## src/rtl/mem_arbiter_if.sv

```systemverilog
// Bus bundle between the CPU ports, the arbiter and the external SRAM.
// The arbiter takes the slave view; the CPU/SRAM side takes the master view.
interface mem_arbiter_if #(
    parameter int ADDR_W = 20
);
    logic              if_ce_i;
    logic [31:0]       if_addr_i;
    logic [31:0]       if_data_o;
    logic              mem_ce_i;
    logic              mem_we_i;
    logic [31:0]       mem_addr_i;
    logic [31:0]       mem_data_i;
    logic [3:0]        mem_sel_i;
    logic [31:0]       mem_data_o;
    logic              stallreq_o;
    logic [ADDR_W-1:0] sram_addr_o;
    logic [31:0]       sram_wdata_o;
    logic [31:0]       sram_rdata_i;
    logic              sram_ce_n_o;
    logic              sram_oe_n_o;
    logic              sram_we_n_o;
    logic [3:0]        sram_be_n_o;

    modport slave (
        input  if_ce_i, if_addr_i, mem_ce_i, mem_we_i, mem_addr_i, mem_data_i,
               mem_sel_i, sram_rdata_i,
        output if_data_o, mem_data_o, stallreq_o, sram_addr_o, sram_wdata_o,
               sram_ce_n_o, sram_oe_n_o, sram_we_n_o, sram_be_n_o
    );

    modport master (
        output if_ce_i, if_addr_i, mem_ce_i, mem_we_i, mem_addr_i, mem_data_i,
               mem_sel_i, sram_rdata_i,
        input  if_data_o, mem_data_o, stallreq_o, sram_addr_o, sram_wdata_o,
               sram_ce_n_o, sram_oe_n_o, sram_we_n_o, sram_be_n_o
    );
endinterface

```

## src/rtl/mem_arbiter.sv

```systemverilog
// Single-ported SRAM arbiter: data port wins over instruction fetch, each
// access lasts WAIT_CYCLES+1 cycles, pipeline stalled until all requests served.
module mem_arbiter #(
    parameter int WAIT_CYCLES = 1,
    parameter int ADDR_W      = 20
) (
    input  logic         clk,
    input  logic         rst,
    mem_arbiter_if.slave bus
);
    typedef enum logic [1:0] {S_IDLE, S_DATA, S_INST} state_t;

    localparam logic [3:0] WAIT_CNT = 4'(WAIT_CYCLES);

    state_t      r_state;
    logic [3:0]  r_cnt;
    logic        r_if_done;
    logic        r_mem_done;
    logic [31:0] r_if_data;
    logic [31:0] r_mem_data;

    logic              w_mem_pend;
    logic              w_if_pend;
    logic              w_stall;
    logic              w_last;
    logic [ADDR_W-1:0] w_sram_addr;
    logic [31:0]       w_sram_wdata;
    logic              w_sram_ce_n;
    logic              w_sram_oe_n;
    logic              w_sram_we_n;
    logic [3:0]        w_sram_be_n;
    logic              w_unused_addr;

    assign w_mem_pend = bus.mem_ce_i & ~r_mem_done;
    assign w_if_pend  = bus.if_ce_i & ~r_if_done;
    assign w_stall    = rst & (w_mem_pend | w_if_pend);
    assign w_last     = (r_cnt == WAIT_CNT);

    // Byte offset and bits above the SRAM word range are not decoded.
    assign w_unused_addr = ^{bus.mem_addr_i[31:ADDR_W+2], bus.mem_addr_i[1:0],
                             bus.if_addr_i[31:ADDR_W+2], bus.if_addr_i[1:0]};

    always_ff @(posedge clk or negedge rst) begin
        if (!rst) begin
            r_state    <= S_IDLE;
            r_cnt      <= 4'd0;
            r_if_done  <= 1'b0;
            r_mem_done <= 1'b0;
            r_if_data  <= 32'd0;
            r_mem_data <= 32'd0;
        end else begin
            // The edge with no stall is the one where the pipeline advances.
            if (!w_stall) begin
                r_if_done  <= 1'b0;
                r_mem_done <= 1'b0;
            end
            case (r_state)
                S_IDLE: begin
                    if (w_mem_pend) begin
                        r_state <= S_DATA;
                        r_cnt   <= 4'd0;
                    end else if (w_if_pend) begin
                        r_state <= S_INST;
                        r_cnt   <= 4'd0;
                    end
                end
                S_DATA: begin
                    r_cnt <= r_cnt + 4'd1;
                    if (w_last) begin
                        if (!bus.mem_we_i) begin
                            r_mem_data <= bus.sram_rdata_i;
                        end
                        r_mem_done <= 1'b1;
                        r_cnt      <= 4'd0;
                        r_state    <= w_if_pend ? S_INST : S_IDLE;
                    end
                end
                S_INST: begin
                    r_cnt <= r_cnt + 4'd1;
                    if (w_last) begin
                        r_if_data <= bus.sram_rdata_i;
                        r_if_done <= 1'b1;
                        r_cnt     <= 4'd0;
                        r_state   <= S_IDLE;
                    end
                end
                default: begin
                    r_state <= S_IDLE;
                    r_cnt   <= 4'd0;
                end
            endcase
        end
    end

    always_comb begin
        w_sram_addr  = '0;
        w_sram_wdata = 32'd0;
        w_sram_ce_n  = 1'b1;
        w_sram_oe_n  = 1'b1;
        w_sram_we_n  = 1'b1;
        w_sram_be_n  = 4'hF;
        case (r_state)
            S_DATA: begin
                w_sram_addr = bus.mem_addr_i[ADDR_W+1:2];
                w_sram_ce_n = 1'b0;
                w_sram_be_n = ~bus.mem_sel_i;
                if (bus.mem_we_i) begin
                    w_sram_we_n  = 1'b0;
                    w_sram_wdata = bus.mem_data_i;
                end else begin
                    w_sram_oe_n = 1'b0;
                end
            end
            S_INST: begin
                w_sram_addr = bus.if_addr_i[ADDR_W+1:2];
                w_sram_ce_n = 1'b0;
                w_sram_oe_n = 1'b0;
                w_sram_be_n = 4'h0;
            end
            default: ;
        endcase
    end

    assign bus.stallreq_o   = w_stall;
    assign bus.if_data_o    = r_if_data;
    assign bus.mem_data_o   = r_mem_data;
    assign bus.sram_addr_o  = w_sram_addr;
    assign bus.sram_wdata_o = w_sram_wdata;
    assign bus.sram_ce_n_o  = w_sram_ce_n;
    assign bus.sram_oe_n_o  = w_sram_oe_n;
    assign bus.sram_we_n_o  = w_sram_we_n;
    assign bus.sram_be_n_o  = w_sram_be_n;
endmodule

```

## src/flat_wrapper.sv

```systemverilog
// flat-port wrapper written by rule: the top's interface ports become plain ports
module mem_arbiter_flat 
#(
    parameter int WAIT_CYCLES = 1,
    parameter int ADDR_W      = 20
)
  (clk, rst, bus_if_ce_i, bus_if_addr_i, bus_mem_ce_i, bus_mem_we_i, bus_mem_addr_i, bus_mem_data_i, bus_mem_sel_i, bus_sram_rdata_i, bus_if_data_o, bus_mem_data_o, bus_stallreq_o, bus_sram_addr_o, bus_sram_wdata_o, bus_sram_ce_n_o, bus_sram_oe_n_o, bus_sram_we_n_o, bus_sram_be_n_o);
  mem_arbiter_if #(.ADDR_W(ADDR_W)) bus_i ();
  input  logic clk;
  input  logic rst;
  input wire logic [$bits(bus_i.if_ce_i)-1:0] bus_if_ce_i;
  input wire logic [$bits(bus_i.if_addr_i)-1:0] bus_if_addr_i;
  input wire logic [$bits(bus_i.mem_ce_i)-1:0] bus_mem_ce_i;
  input wire logic [$bits(bus_i.mem_we_i)-1:0] bus_mem_we_i;
  input wire logic [$bits(bus_i.mem_addr_i)-1:0] bus_mem_addr_i;
  input wire logic [$bits(bus_i.mem_data_i)-1:0] bus_mem_data_i;
  input wire logic [$bits(bus_i.mem_sel_i)-1:0] bus_mem_sel_i;
  input wire logic [$bits(bus_i.sram_rdata_i)-1:0] bus_sram_rdata_i;
  output wire logic [$bits(bus_i.if_data_o)-1:0] bus_if_data_o;
  output wire logic [$bits(bus_i.mem_data_o)-1:0] bus_mem_data_o;
  output wire logic [$bits(bus_i.stallreq_o)-1:0] bus_stallreq_o;
  output wire logic [$bits(bus_i.sram_addr_o)-1:0] bus_sram_addr_o;
  output wire logic [$bits(bus_i.sram_wdata_o)-1:0] bus_sram_wdata_o;
  output wire logic [$bits(bus_i.sram_ce_n_o)-1:0] bus_sram_ce_n_o;
  output wire logic [$bits(bus_i.sram_oe_n_o)-1:0] bus_sram_oe_n_o;
  output wire logic [$bits(bus_i.sram_we_n_o)-1:0] bus_sram_we_n_o;
  output wire logic [$bits(bus_i.sram_be_n_o)-1:0] bus_sram_be_n_o;
  assign bus_i.if_ce_i = bus_if_ce_i;
  assign bus_i.if_addr_i = bus_if_addr_i;
  assign bus_i.mem_ce_i = bus_mem_ce_i;
  assign bus_i.mem_we_i = bus_mem_we_i;
  assign bus_i.mem_addr_i = bus_mem_addr_i;
  assign bus_i.mem_data_i = bus_mem_data_i;
  assign bus_i.mem_sel_i = bus_mem_sel_i;
  assign bus_i.sram_rdata_i = bus_sram_rdata_i;
  assign bus_if_data_o = bus_i.if_data_o;
  assign bus_mem_data_o = bus_i.mem_data_o;
  assign bus_stallreq_o = bus_i.stallreq_o;
  assign bus_sram_addr_o = bus_i.sram_addr_o;
  assign bus_sram_wdata_o = bus_i.sram_wdata_o;
  assign bus_sram_ce_n_o = bus_i.sram_ce_n_o;
  assign bus_sram_oe_n_o = bus_i.sram_oe_n_o;
  assign bus_sram_we_n_o = bus_i.sram_we_n_o;
  assign bus_sram_be_n_o = bus_i.sram_be_n_o;
  mem_arbiter #(.WAIT_CYCLES(WAIT_CYCLES), .ADDR_W(ADDR_W)) u_core (.clk(clk), .rst(rst), .bus(bus_i));
endmodule
```

## config.mk

```make
export PLATFORM = sky130hd
export DESIGN_NAME = mem_arbiter_flat
export DESIGN_NICKNAME = d
export VERILOG_FILES = /design/src/rtl/mem_arbiter_if.sv /design/src/rtl/mem_arbiter.sv /design/src/flat_wrapper.sv
export SDC_FILE = /design/constraint.sdc
export NUM_CORES = 1
export LEC_CHECK = 0
export CAP_MARGIN = 20
export CORE_ASPECT_RATIO = 2
export CORE_MARGIN = 2
export CORE_UTILIZATION = 34
export CTS_CLUSTER_DIAMETER = 50
export DETAILED_ROUTE_END_ITERATION = 8
export HOLD_SLACK_MARGIN = 0.1
export PLACE_DENSITY = 0.92
export SKIP_LAST_GASP = 1
export SLEW_MARGIN = 10
export SYNTH_ARGS = -nofsm -noshare
export SYNTH_HDL_FRONTEND = slang
export SYNTH_SLANG_ARGS = --single-unit
```

## constraint.sdc

```tcl
create_clock -name clk -period 2.3 [get_ports clk]
set_clock_uncertainty 0.05 [all_clocks]
set_input_delay 0.23 -clock clk [delete_from_list [all_inputs] [get_ports clk]]
set_output_delay 0.23 -clock clk [all_outputs]
set_load 0.01 [all_outputs]
```

==> flow_summary.yaml <==
synthesis:
  synth_warnings: 0
  yosysTopAreaCell: "dfrtp_1"
  ys_seq_elements: 72
  netlist_top_cells_area: "dfrtp_1 (52%), mux2_2 (21%), and3_1 (6.2%)"
  synth.avg_cell_area_um2: 12.35
  synth_cells: 278
  syn_nets: 420
  synth-edff-count: 0
  syn_area_um2: 3432
  yosysSeqAreaShare: 0.5250
  async_flop_share: 1.000
  netlist.area_leader.share: 0.5250
  yosysUniqueCellTypes: 33
  synth_ff_type: "dfrtp_1"
drt:
  wl_per_cell_um: 19.23
  drt-total-wl_mm: 12.85
  ant_nets: 0
  num_vias: 3351
  top_layer: "met4"
  vias_per_cell: 5.016
  first_iter_violations: 163
  drc_errors: 0
  wl_met1_mm: 3.934
  firstDrtPassIters: 4
  wl_met2_mm: 7.214
  route.met3.wl_mm: 1.280
cells_and_area:
  utilization: 0.6699
  final_nets: 670
  syn_to_final_growth_pct: 90.56
  fillers: 701
  drive_gt1_frac: 0.2233
  design_area_um2: 6540
  multi_input_area_um2: 1518
  regArea_um2: 1802
cts:
  cts.sinks: 72
  htreeDepth: 3
  path_clk_slew_ns: 0.05
  ctsHoldBuffers: 0
  cts_buffer_depth: 2
  clk_latency_ns: 0.32
  root_buffer: "clkbuf_16"
  cts_made_buffers: 9
  cts_tree: "built"
placement:
  dp_hpwl_mm: 9.311
  gp_congestion: 0.8586
  post_dp_cell_area_um2: 5951
  portBuffers: 236
  pre_cts_ws_ns: 0.06550
critical_path:
  critPathLaunch: "u_core.r_state[0]$_DFFE_PN0P_"
  path_max_fanout: 6
  cpMaxStageDelayCell: "clkdlybuf4s50_1"
  cp_cell_sequence: "inv_2 > ha_4 > clkinvlp_4 > nor2_1 > clkdlybuf4s50_1"
  critical_path_class: "reg2out"
  required_ns: 2.02
  rr_worst_depth: 6
  r2r_end: "u_core.bus.mem_data_o[10]$_DFFE_PN0P_"
  worst_setup_path_end_kind: "output pin"
  worst-path-buf-inv: 3
  start_kind: "flip-flop"
  r2r-start: "u_core.r_cnt[1]$_DFFE_PN0P_"
  regToRegSetupSlack_ns: 0.13
  critPathTopFamily: "buffers and inverters"
  cp.arrival_ns: 1.99
  max_stage_delay_ns: 0.54
timing:
  setup_tns_ns: 0
  holdWs_ns: 0.06323
  period_needed_ns: 2.272
  setup_violations: 0
  grt_setup_unrepaired: "true"
  fmax_mhz: 440.2
  final_max_slew_viol_count: 0
  hold_violations: 0
  relSlewSlack: 0.3878
  layout_setup_ws_ns: 0.02850
  tightest_slew_ns: 0.9184
  min_period_over_period: 0.9876
power:
  p_per_area_nw_per_um2: 1217
  switching_share: 0.3323
  p_leak_nw: 3.349
  pwr-share-comb: 0.535
  ir_worst_vdd_mv: 0.7710
  intPower_w: 0.005314
  power_frac_clock: 0.189
  p_sw_w: 0.002645
  sequentialPowerShare: 0.276
die:
  core_um2: 9763
  die_area_um2: 10960
  die_w_um: 75.05
  ios: 261
  die_y_um: 146.1
  initial_core_util: 0.3515
  std_cell_rows: 51
global_route:
  grt_use_total: 0.2248
  grt_max_degree: 73
  antenna_found_initial: 3
  grt_pass1_wl_mm: 18.35
  overflow: 0
  grt_pass1_vias: 3503
run:
  drv_cap: 0
worst_hold_path:
  hold_path_class: "in2async"
status:
  status: "complete, no violations"
[cells in the final DEF (no fill, tap or decap), drive strengths merged, types with 2 or more instances in the layout]
cell           Yosys  routed
clkdlybuf4s50      0     190
dfrtp             72      72
mux2              65      65
and3              34      34
dlymetal6s2s       0      33
buf                9      23
a22oi             21      21
nor2              20      20
dlygate4sd2        0      12
clkbuf            14       9
inv                5       7
a21oi              5       5
ha                 5       5
clkinvlp           0       4
diode              0       3
nand2              3       3
nand2b             3       3
o41ai              2       2
o32ai              2       2
bufinv             0       2
nor3b              2       2
and2               2       2
clkinv             0       2
[power groups by stage]
| stage | Sequential, W | Combinational [W] | Clock (W) |
|---|---|---|---|
| 6_report | 0.00219 | 0.00426 | 0.00151 |
| 5_1_grt | 0.00227 | 0.00450 | 0.00161 |
| 4_1_cts | 0.00220 | 0.00419 | 0.00155 |
| 3_5_place_dp | 0.00221 | 0.00387 | 0 |
| 3_3_place_gp | 0.00215 | 0.00374 | 0 |
| 2_1_floorplan | 0.00242 | 0.00143 | 0 |
[what timing repair did]
action / CTS / global route
setup endpoints to repair: 28 / 44
cloned: 4 / 0
pin swaps: 1 / 0
gates resized for setup: 26 / 35
buffers inserted: 6 / 4
[synth_stat cells (2+ instances only)]
library cell and number:
a21oi_1 5, a22oi_1 21, and2_1 2, and3_1 34, buf_1 2, buf_6 6, clkbuf_1 14, dfrtp_1 72
ha_1 5, inv_1 5, mux2_2 65, nand2_1 3, nand2b_1 3, nor2_1 20, o32ai_1 2, o41ai_1 2
[through the flow]
stage / cells / total power [W]
floorplan: 278 / 0.003856
global route: 668 / 0.008379
CTS: 661 / 0.007937
finish: 668 / 0.007958
global placement: 635 / 0.005894
detailed placement: 635 / 0.006075
[worst register-to-register path, stage by stage, from the launching register on]
cell and delay [ns]:
dfrtp_1 0.42, inv_1 0.07, ha_1 0.16, or3b_4 0.42, nor3b_4 0.27, buf_4 0.30
mux2_2 0.38
[metal layers]
metal | GRT usage | up-vias
met5 | 0 | -
met4 | 0.09911 | 0
met3 | 0.07522 | 25
met2 | 0.4259 | 191
met1 | 0.1996 | 1620
li1 | - | 1515
[registers in the layout, summed over array words and instances, names as in the netlist]
signal	count
u_core.r_state	2
u_core.bus.mem_data_o	32
u_core.r_mem_done	1
u_core.r_cnt	4
u_core.bus.if_data_o	32
u_core.r_if_done	1
[cells by family after synthesis]
kind of cell             count (synthesis)  share of synthesized area
AO/OA/AOI/OAI                           37                    0.08057
adder cells (fa/ha/maj)                  5                    0.01823
buffers and inverters                   28                    0.04484
flip-flops                              72                     0.5250
multiplexers                            65                     0.2133
AND/OR/NAND/NOR                         71                     0.1181
[worst max-delay path by stage]
| stage | to | slack [ns] | cells past startpoint |
|---|---|---|---|
| 6_report | bus_sram_addr_o[18] | 0.03 | 5 |
| 5_1_grt | bus_sram_addr_o[5] | -0.07 | 5 |
| 4_1_cts | bus_sram_wdata_o[12] | -0.003 | 5 |
| 3_5_place_dp | bus_sram_ce_n_o | 0.07 | 4 |
| 3_3_place_gp | bus_sram_ce_n_o | 0.13 | 4 |
| 2_1_floorplan | u_core.bus.mem_data_o[0]$_DFFE_PN0P_ | 0.36 | 6 |
[cell type report]
| class | instances | share of cell area |
|---|---|---|
| timing repair inverter | 3 | 0.003444 |
| clock inverter | 7 | 0.01569 |
| timing repair buffer | 259 | 0.4090 |
| clock buffer | 9 | 0.03444 |
| tap | 132 | 0.02525 |
| multi-input combinational | 178 | 0.2321 |
| inverter | 5 | 0.003444 |
| sequential | 72 | 0.2755 |
| antenna | 3 | 0.001148 |
Power figures use the tool's default switching activity.
